**config.mk**
```make
export PLATFORM = sky130hd
export DESIGN_NAME = grid_move_ctrl
export DESIGN_NICKNAME = d
export VERILOG_FILES = /design/src/rtl/grid_move_ctrl.sv
export SDC_FILE = /design/constraint.sdc
export NUM_CORES = 1
export LEC_CHECK = 0
export CORE_UTILIZATION = 54
export DETAILED_ROUTE_END_ITERATION = 6
export HOLD_SLACK_MARGIN = 0.02
export PLACE_DENSITY = 0.84
export SYNTH_ARGS = -nofsm -noshare
export SYNTH_HDL_FRONTEND = slang
export SYNTH_SLANG_ARGS = --single-unit
```
**constraint.sdc**
```tcl
create_clock -name clk_50MHz_i -period 4.6 [get_ports clk_50MHz_i]
set_input_delay 0.92 -clock clk_50MHz_i [delete_from_list [all_inputs] [get_ports clk_50MHz_i]]
set_output_delay 0.92 -clock clk_50MHz_i [all_outputs]
set_load 0.005 [all_outputs]
```
**src/rtl/grid_move_ctrl.sv**
```systemverilog
// Single-step player movement on a COLS x ROWS grid.
// Each request is checked for retreat, edge and wall violations, then committed or rejected with a reason code.
module grid_move_ctrl #(
   parameter int unsigned          COLS        = 8,
   parameter int unsigned          ROWS        = 4,
   parameter int unsigned          XW          = 3,
   parameter int unsigned          YW          = 2,
   parameter logic [ROWS*COLS-1:0] FORBID_MASK = (ROWS*COLS)'(32'h44451048),
   parameter int unsigned          FORBID_MODE = 0,
   parameter int unsigned          WRAP        = 0,
   parameter int unsigned          START_X     = 0,
   parameter int unsigned          START_Y     = 0,
   parameter int unsigned          CW          = 8
) (
   input  logic          clk_50MHz_i,
   input  logic          rst_async_ha_i,
   input  logic [2:0]    dir_i,
   input  logic          move_req_i,
   input  logic          restart_i,
   output logic [XW-1:0] pos_x_o,
   output logic [YW-1:0] pos_y_o,
   output logic [2:0]    last_dir_o,
   output logic          in_forbidden_o,
   output logic          move_done_o,
   output logic          move_rej_o,
   output logic [1:0]    rej_code_o,
   output logic [CW-1:0] move_cnt_o
);

   localparam logic [2:0] DIR_UP    = 3'b000;
   localparam logic [2:0] DIR_DOWN  = 3'b111;
   localparam logic [2:0] DIR_RIGHT = 3'b101;
   localparam logic [2:0] DIR_LEFT  = 3'b010;
   localparam logic [2:0] DIR_NONE  = 3'b100;

   localparam int unsigned  IW      = (ROWS * COLS > 1) ? $clog2(ROWS * COLS) : 1;
   localparam logic [XW:0]  X_MAX   = (XW + 1)'(COLS - 1);
   localparam logic [YW:0]  Y_MAX   = (YW + 1)'(ROWS - 1);
   localparam logic [XW:0]  X_ONE   = (XW + 1)'(1);
   localparam logic [YW:0]  Y_ONE   = (YW + 1)'(1);
   localparam logic [XW-1:0] START_XV = XW'(START_X);
   localparam logic [YW-1:0] START_YV = YW'(START_Y);

   if (FORBID_MODE == 1 && FORBID_MASK[START_Y * COLS + START_X]) begin : g_start_chk
      $error("grid_move_ctrl: START cell is forbidden in wall mode");
   end

   function automatic logic [IW-1:0] cell_idx(input logic [XW-1:0] x, input logic [YW-1:0] y);
      return IW'(y) * IW'(COLS) + IW'(x);
   endfunction

   logic [XW-1:0] pos_x_q, pos_x_d;
   logic [YW-1:0] pos_y_q, pos_y_d;
   logic [2:0]    last_dir_q, last_dir_d;
   logic [CW-1:0] cnt_q, cnt_d;
   logic          done_q, done_d;
   logic          rej_q, rej_d;
   logic [1:0]    code_q, code_d;

   logic [XW:0]   tx_w;
   logic [YW:0]   ty_w;
   logic [XW-1:0] tx;
   logic [YW-1:0] ty;
   logic          dir_ok, out_x, out_y;
   logic          retreat_bad, edge_bad, wall_bad;

   assign in_forbidden_o = FORBID_MASK[cell_idx(pos_x_q, pos_y_q)];

   // Target computed one bit wider so that 0-1 shows up as a large value above the max coordinate.
   always_comb begin
      tx_w   = {1'b0, pos_x_q};
      ty_w   = {1'b0, pos_y_q};
      dir_ok = 1'b1;
      case (dir_i)
         DIR_UP:    ty_w = {1'b0, pos_y_q} - Y_ONE;
         DIR_DOWN:  ty_w = {1'b0, pos_y_q} + Y_ONE;
         DIR_RIGHT: tx_w = {1'b0, pos_x_q} + X_ONE;
         DIR_LEFT:  tx_w = {1'b0, pos_x_q} - X_ONE;
         default:   dir_ok = 1'b0;
      endcase
      out_x = (tx_w > X_MAX);
      out_y = (ty_w > Y_MAX);

      tx = tx_w[XW-1:0];
      ty = ty_w[YW-1:0];
      if (out_x) tx = (dir_i == DIR_LEFT) ? X_MAX[XW-1:0] : '0;
      if (out_y) ty = (dir_i == DIR_UP)   ? Y_MAX[YW-1:0] : '0;

      retreat_bad = (FORBID_MODE == 0) && in_forbidden_o && (dir_i != ~last_dir_q);
      edge_bad    = (WRAP == 0) && (out_x || out_y);
      wall_bad    = (FORBID_MODE == 1) && FORBID_MASK[cell_idx(tx, ty)];
   end

   always_comb begin
      pos_x_d    = pos_x_q;
      pos_y_d    = pos_y_q;
      last_dir_d = last_dir_q;
      cnt_d      = cnt_q;
      done_d     = 1'b0;
      rej_d      = 1'b0;
      code_d     = 2'b00;
      if (restart_i) begin
         pos_x_d    = START_XV;
         pos_y_d    = START_YV;
         last_dir_d = DIR_NONE;
         cnt_d      = '0;
      end else if (move_req_i && dir_ok) begin
         if (retreat_bad) begin
            rej_d  = 1'b1;
            code_d = 2'b11;
         end else if (edge_bad) begin
            rej_d  = 1'b1;
            code_d = 2'b01;
         end else if (wall_bad) begin
            rej_d  = 1'b1;
            code_d = 2'b10;
         end else begin
            pos_x_d    = tx;
            pos_y_d    = ty;
            last_dir_d = dir_i;
            done_d     = 1'b1;
            cnt_d      = (cnt_q == {CW{1'b1}}) ? cnt_q : cnt_q + CW'(1);
         end
      end
   end

   always_ff @(posedge clk_50MHz_i or posedge rst_async_ha_i) begin
      if (rst_async_ha_i) begin
         pos_x_q    <= START_XV;
         pos_y_q    <= START_YV;
         last_dir_q <= DIR_NONE;
         cnt_q      <= '0;
         done_q     <= 1'b0;
         rej_q      <= 1'b0;
         code_q     <= 2'b00;
      end else begin
         pos_x_q    <= pos_x_d;
         pos_y_q    <= pos_y_d;
         last_dir_q <= last_dir_d;
         cnt_q      <= cnt_d;
         done_q     <= done_d;
         rej_q      <= rej_d;
         code_q     <= code_d;
      end
   end

   assign pos_x_o     = pos_x_q;
   assign pos_y_o     = pos_y_q;
   assign last_dir_o  = last_dir_q;
   assign move_cnt_o  = cnt_q;
   assign move_done_o = done_q;
   assign move_rej_o  = rej_q;
   assign rej_code_o  = code_q;

endmodule

```
==> run summary <==
VDD sags by at most 0.192 mV. The remaining routing DRC violations came out at 0. TritonCTS built the clock tree. The switching share of power was 0.276. The area fraction in compound gates after synthesis is 0.157, and the worst-case headroom to the max-slew limit is 0.395. The area fraction of the dominant cell type after synthesis is 0.349. By area, the combinational part of the netlist is dominated by simple AND/OR/NAND/NOR gates. The clock network power share was 0.289. The fraction of layout instances using a drive strength above 1 works out to 0.118. The synthesized area divided by synthesized cell count is 9.14 sq um, and the routed wire length is 3050 um. After legalization and detailed placement, the total HPWL measured 2160 um. The logs give 0.190 for the part of the power in combinational logic and 2.30 ns for the reg-to-reg setup timing slack. The number of vias per cell works out to 6.18.

CTS saw 20 sinks. Synthesis produced a netlist whose cell count is 149. Buffers inserted to repair hold after CTS numbered 0.

For the maximum level of the CTS H-tree, the log shows 1. The xor/xnor share of the synthesized area was 0.0321. The count of nets left with antenna violations once routing finished came out at 0. For the starting utilization of the core area, the log shows 0.593.

In this run, synthesis produced a sequential element count of 20. Detailed routing inserted a total of 1218 vias. In the final routed layout, each cell accounts on average for 15.5 um.

The horizontal die dimension came out at 52.2 um. Yosys printed 0 warnings. The sum of negative setup slack was 0 ns; the number of max-cap violations was 0.

The fraction of the yosys area taken by sequential cells is 0.368, and the maximum number of pins on one net before global-route repair is 28. The async set-reset flop share out of synthesis is 1.00. The run gives 0 as the post-CTS repair timing setup buffer count. The logs give 0 for the number of antenna violations at the first check in global routing and 2300 sq um for the core footprint. The worst setup path is captured at a flop.

Counting distinct cell types in the post-synthesis netlist gives 50. The first global-routing pass estimated 5080 um of wire. Setup violations remaining at the end of the flow were counted as 0. The startpoint identified for the worst register-to-register timing path is pos_x_o[1]. The endpoint identified for the worst register-to-register timing path is move_cnt_o[4].

Die footprint: 2730 sq um. The internal portion of the total power is 0.262 mW. The startpoint identified for the worst hold timing path is last_dir_o[2]. Post-route minimum period: 3.28 ns. On the final layout, the worst clock skew is 0.00327 ns. The worst hold path passes through 2 cells. For this design the static power due to leakage is 0.666 nW. Maximum clock frequency: 0.304 GHz.

The number of nets handed over by synthesis was 159. Leaving out fill and tap cells, the most frequent cells in the layout are 27 x sky130_fd_sc_hd__clkdlybuf4s50_1, 19 x sky130_fd_sc_hd__dfrtp_1, 11 x sky130_fd_sc_hd__nor2_1. The post-cts resize count is 0. The logs give 4.83 ns for the required time of the critical path and 3 for the number of buffers inserted during clock tree synthesis. The initialized floorplan defines 17 standard-cell rows.

The run gives 1360 sq um as the synthesized area. Routability-driven placement finished with a final weighted congestion of 0.878. Overall track demand over capacity in global routing: 0.252.

The largest fanout on the critical path works out to 9. For the number of max-slew violations in the final report, the log shows 0. The endpoint of the worst hold path was last_dir_o[2]. The antenna cell count is 0. The net count of the finished layout is 180. The hold violation count in the final report came out at 0. The most common library cell in the layout ignoring fill and taps is sky130_fd_sc_hd__clkdlybuf4s50_1.

Yosys attributes the largest share of cell area to sky130_fd_sc_hd__dfrtp_1 35%, sky130_fd_sc_hd__mux2_2 4.1%, sky130_fd_sc_hd__xor2_1 3.2%. For the share of the core filled with cells, the log shows 0.711. Category of the critical setup timing path: primary input to flop. The mux contribution to synthesized area is 0.0597, and the arithmetic-cell share of the synthesized area counting full adders, half adders and majority gates is 0.0331. The via count of the first global-routing pass is 1138, and the area growth from synthesis to final layout is 19.9%.

Setup repair after global routing left no endpoint under its margin. The run gives 0.0999 mW as the switching power total. The data arrival time of the critical path is 3.51 ns, and the number of buffers added on ports is 27.

Clock-pin slew was measured on the worst setup and hold paths at 0.12 ns. From bottom edge to top edge, the die measures 52.2 um. The number of enable-type register cells in the synthesized netlist was 0. After global routing the overflow that remains totals 0.

The post-route fraction of the period consumed by the critical path is 0.714, and the first-pass detailed-route iteration total is 6. The worst register-to-register path has a depth of 5. The run gives 28 as the count of pins on the block boundary.

The number of fill cells is 180. The tools report the clock tree buffer depth as 2. In this run the worst hold path is classified as flop to flop. At the pin with the least slew margin, the transition time is 0.905 ns. In this run the clock root is driven by a sky130_fd_sc_hd__clkbuf_4. The startpoint type of the worst setup path is a primary input. In this run, the number of DRC markers left after iteration 0 of detailed routing was 27. For the relative contribution of sequential cells to total power, the log shows 0.521. The largest total area in the synthesized netlist belongs to sky130_fd_sc_hd__dfrtp_1. The source-to-sink clock delay at the later pin of the worst-skew pair was 0.31 ns. In this run the power density over the cells is 221 nW/um^2.

In the synthesized netlist the dominant register cell turns out to be sky130_fd_sc_hd__dfrtp_1. The flow ran to the end, and the final reports show no timing, DRC or antenna violations. The post-synthesis simple-gate area fraction came out at 0.282.
## critical path, stage by stage
cell	delay [ns]
sky130_fd_sc_hd__clkdlybuf4s50_1	0.65
sky130_fd_sc_hd__and3_1	0.26
sky130_fd_sc_hd__inv_1	0.06
sky130_fd_sc_hd__fa_1	0.38
sky130_fd_sc_hd__a21oi_1	0.32
sky130_fd_sc_hd__nand3_1	0.31
sky130_fd_sc_hd__or4_1	0.48
sky130_fd_sc_hd__a21oi_1	0.13
## worst max-delay path by stage
stage | startpoint | end | slack (ns) | depth (start not counted)
2_1_floorplan | dir_i[0] | move_cnt_o[0] | 1.66 | 10
3_3_place_gp | dir_i[0] | move_cnt_o[0] | 1.13 | 9
3_5_place_dp | dir_i[0] | pos_y_o[0] | 1.0 | 8
4_1_cts | dir_i[0] | pos_y_o[0] | 1.32 | 8
5_1_grt | dir_i[0] | pos_y_o[0] | 1.17 | 8
6_report | dir_i[0] | pos_y_o[0] | 1.32 | 8
## registers in the layout, indices dropped and copies added, names as in the netlist
name         flops
last_dir_o       3
move_cnt_o       8
move_done_o      1
move_rej_o       1
pos_x_o          3
pos_y_o          2
rej_code_o       2
## cells in the mapped netlist (all sizes together) (2+ instances only)
| cell | count |
|---|---|
| a211oi | 2 |
| dfrtp | 19 |
| buf | 7 |
| a31oi | 3 |
| nor2 | 12 |
| nand2 | 6 |
| o21ai | 7 |
| nand3 | 7 |
| inv | 6 |
| mux2 | 6 |
| nand4 | 3 |
| ha | 2 |
| nand2b | 3 |
| clkbuf | 4 |
| a21oi | 8 |
| o31ai | 3 |
| and3 | 6 |
| nor3 | 7 |
| or3 | 2 |
| nor2b | 6 |
| nor4 | 2 |
| a311oi | 2 |
| nor4b | 2 |
| xor2 | 5 |
| or2 | 2 |
| nor3b | 2 |
| or3b | 2 |
## cells by family after synthesis
logic type / Yosys count
AO/OA/AOI/OAI: 31
XOR/XNOR: 5
adder cells (fa/ha/maj): 3
buffers and inverters: 17
flip-flops: 20
multiplexers: 7
AND/OR/NAND/NOR: 66
## through the flow
stage,total power [mW],setup WS (ns),hold WS (ns),std cells,area (sq um)
after floorplan,0.236,1.66,0.509,149,1360
after global placement,0.257,1.13,0.530,193,1600
after detailed placement,0.260,0.998,0.518,193,1600
after CTS,0.362,1.32,0.539,197,1630
after global routing,0.378,1.17,0.582,197,1630
final,0.362,1.32,0.543,197,1630
## power groups by stage
stage                     Sequential (mW)  Clock [mW]  Combinational [mW]
after floorplan                     0.190           0              0.0460
after global placement              0.191           0              0.0659
after detailed placement            0.192           0              0.0682
after CTS                           0.188       0.105              0.0687
after global routing                0.189       0.113              0.0756
final                               0.188       0.105              0.0687
## routing by layer
layer | share of wire | global-route usage | vias up | routed length, um
met1 | 0.44 | 0.324 | 569 | 1350
li1 | - | - | 585 | -
met3 | 0.043 | 0.0406 | 11 | 132
met4 | 0.023 | 0.110 | 0 | 71
met5 | 0 | 0 | - | 0
met2 | 0.49 | 0.419 | 53 | 1490
## area by class of cell
type	count	area, sq um	area share
multi-input cells	112	768	0.470
flip-flops and latches	20	502	0.307
repair buffers	27	270	0.165
clock buffers	4	36.3	0.0222
well taps	28	35.0	0.0214
inverters	6	22.5	0.0138
No activity file was read; power rests on OpenSTA's default activity.
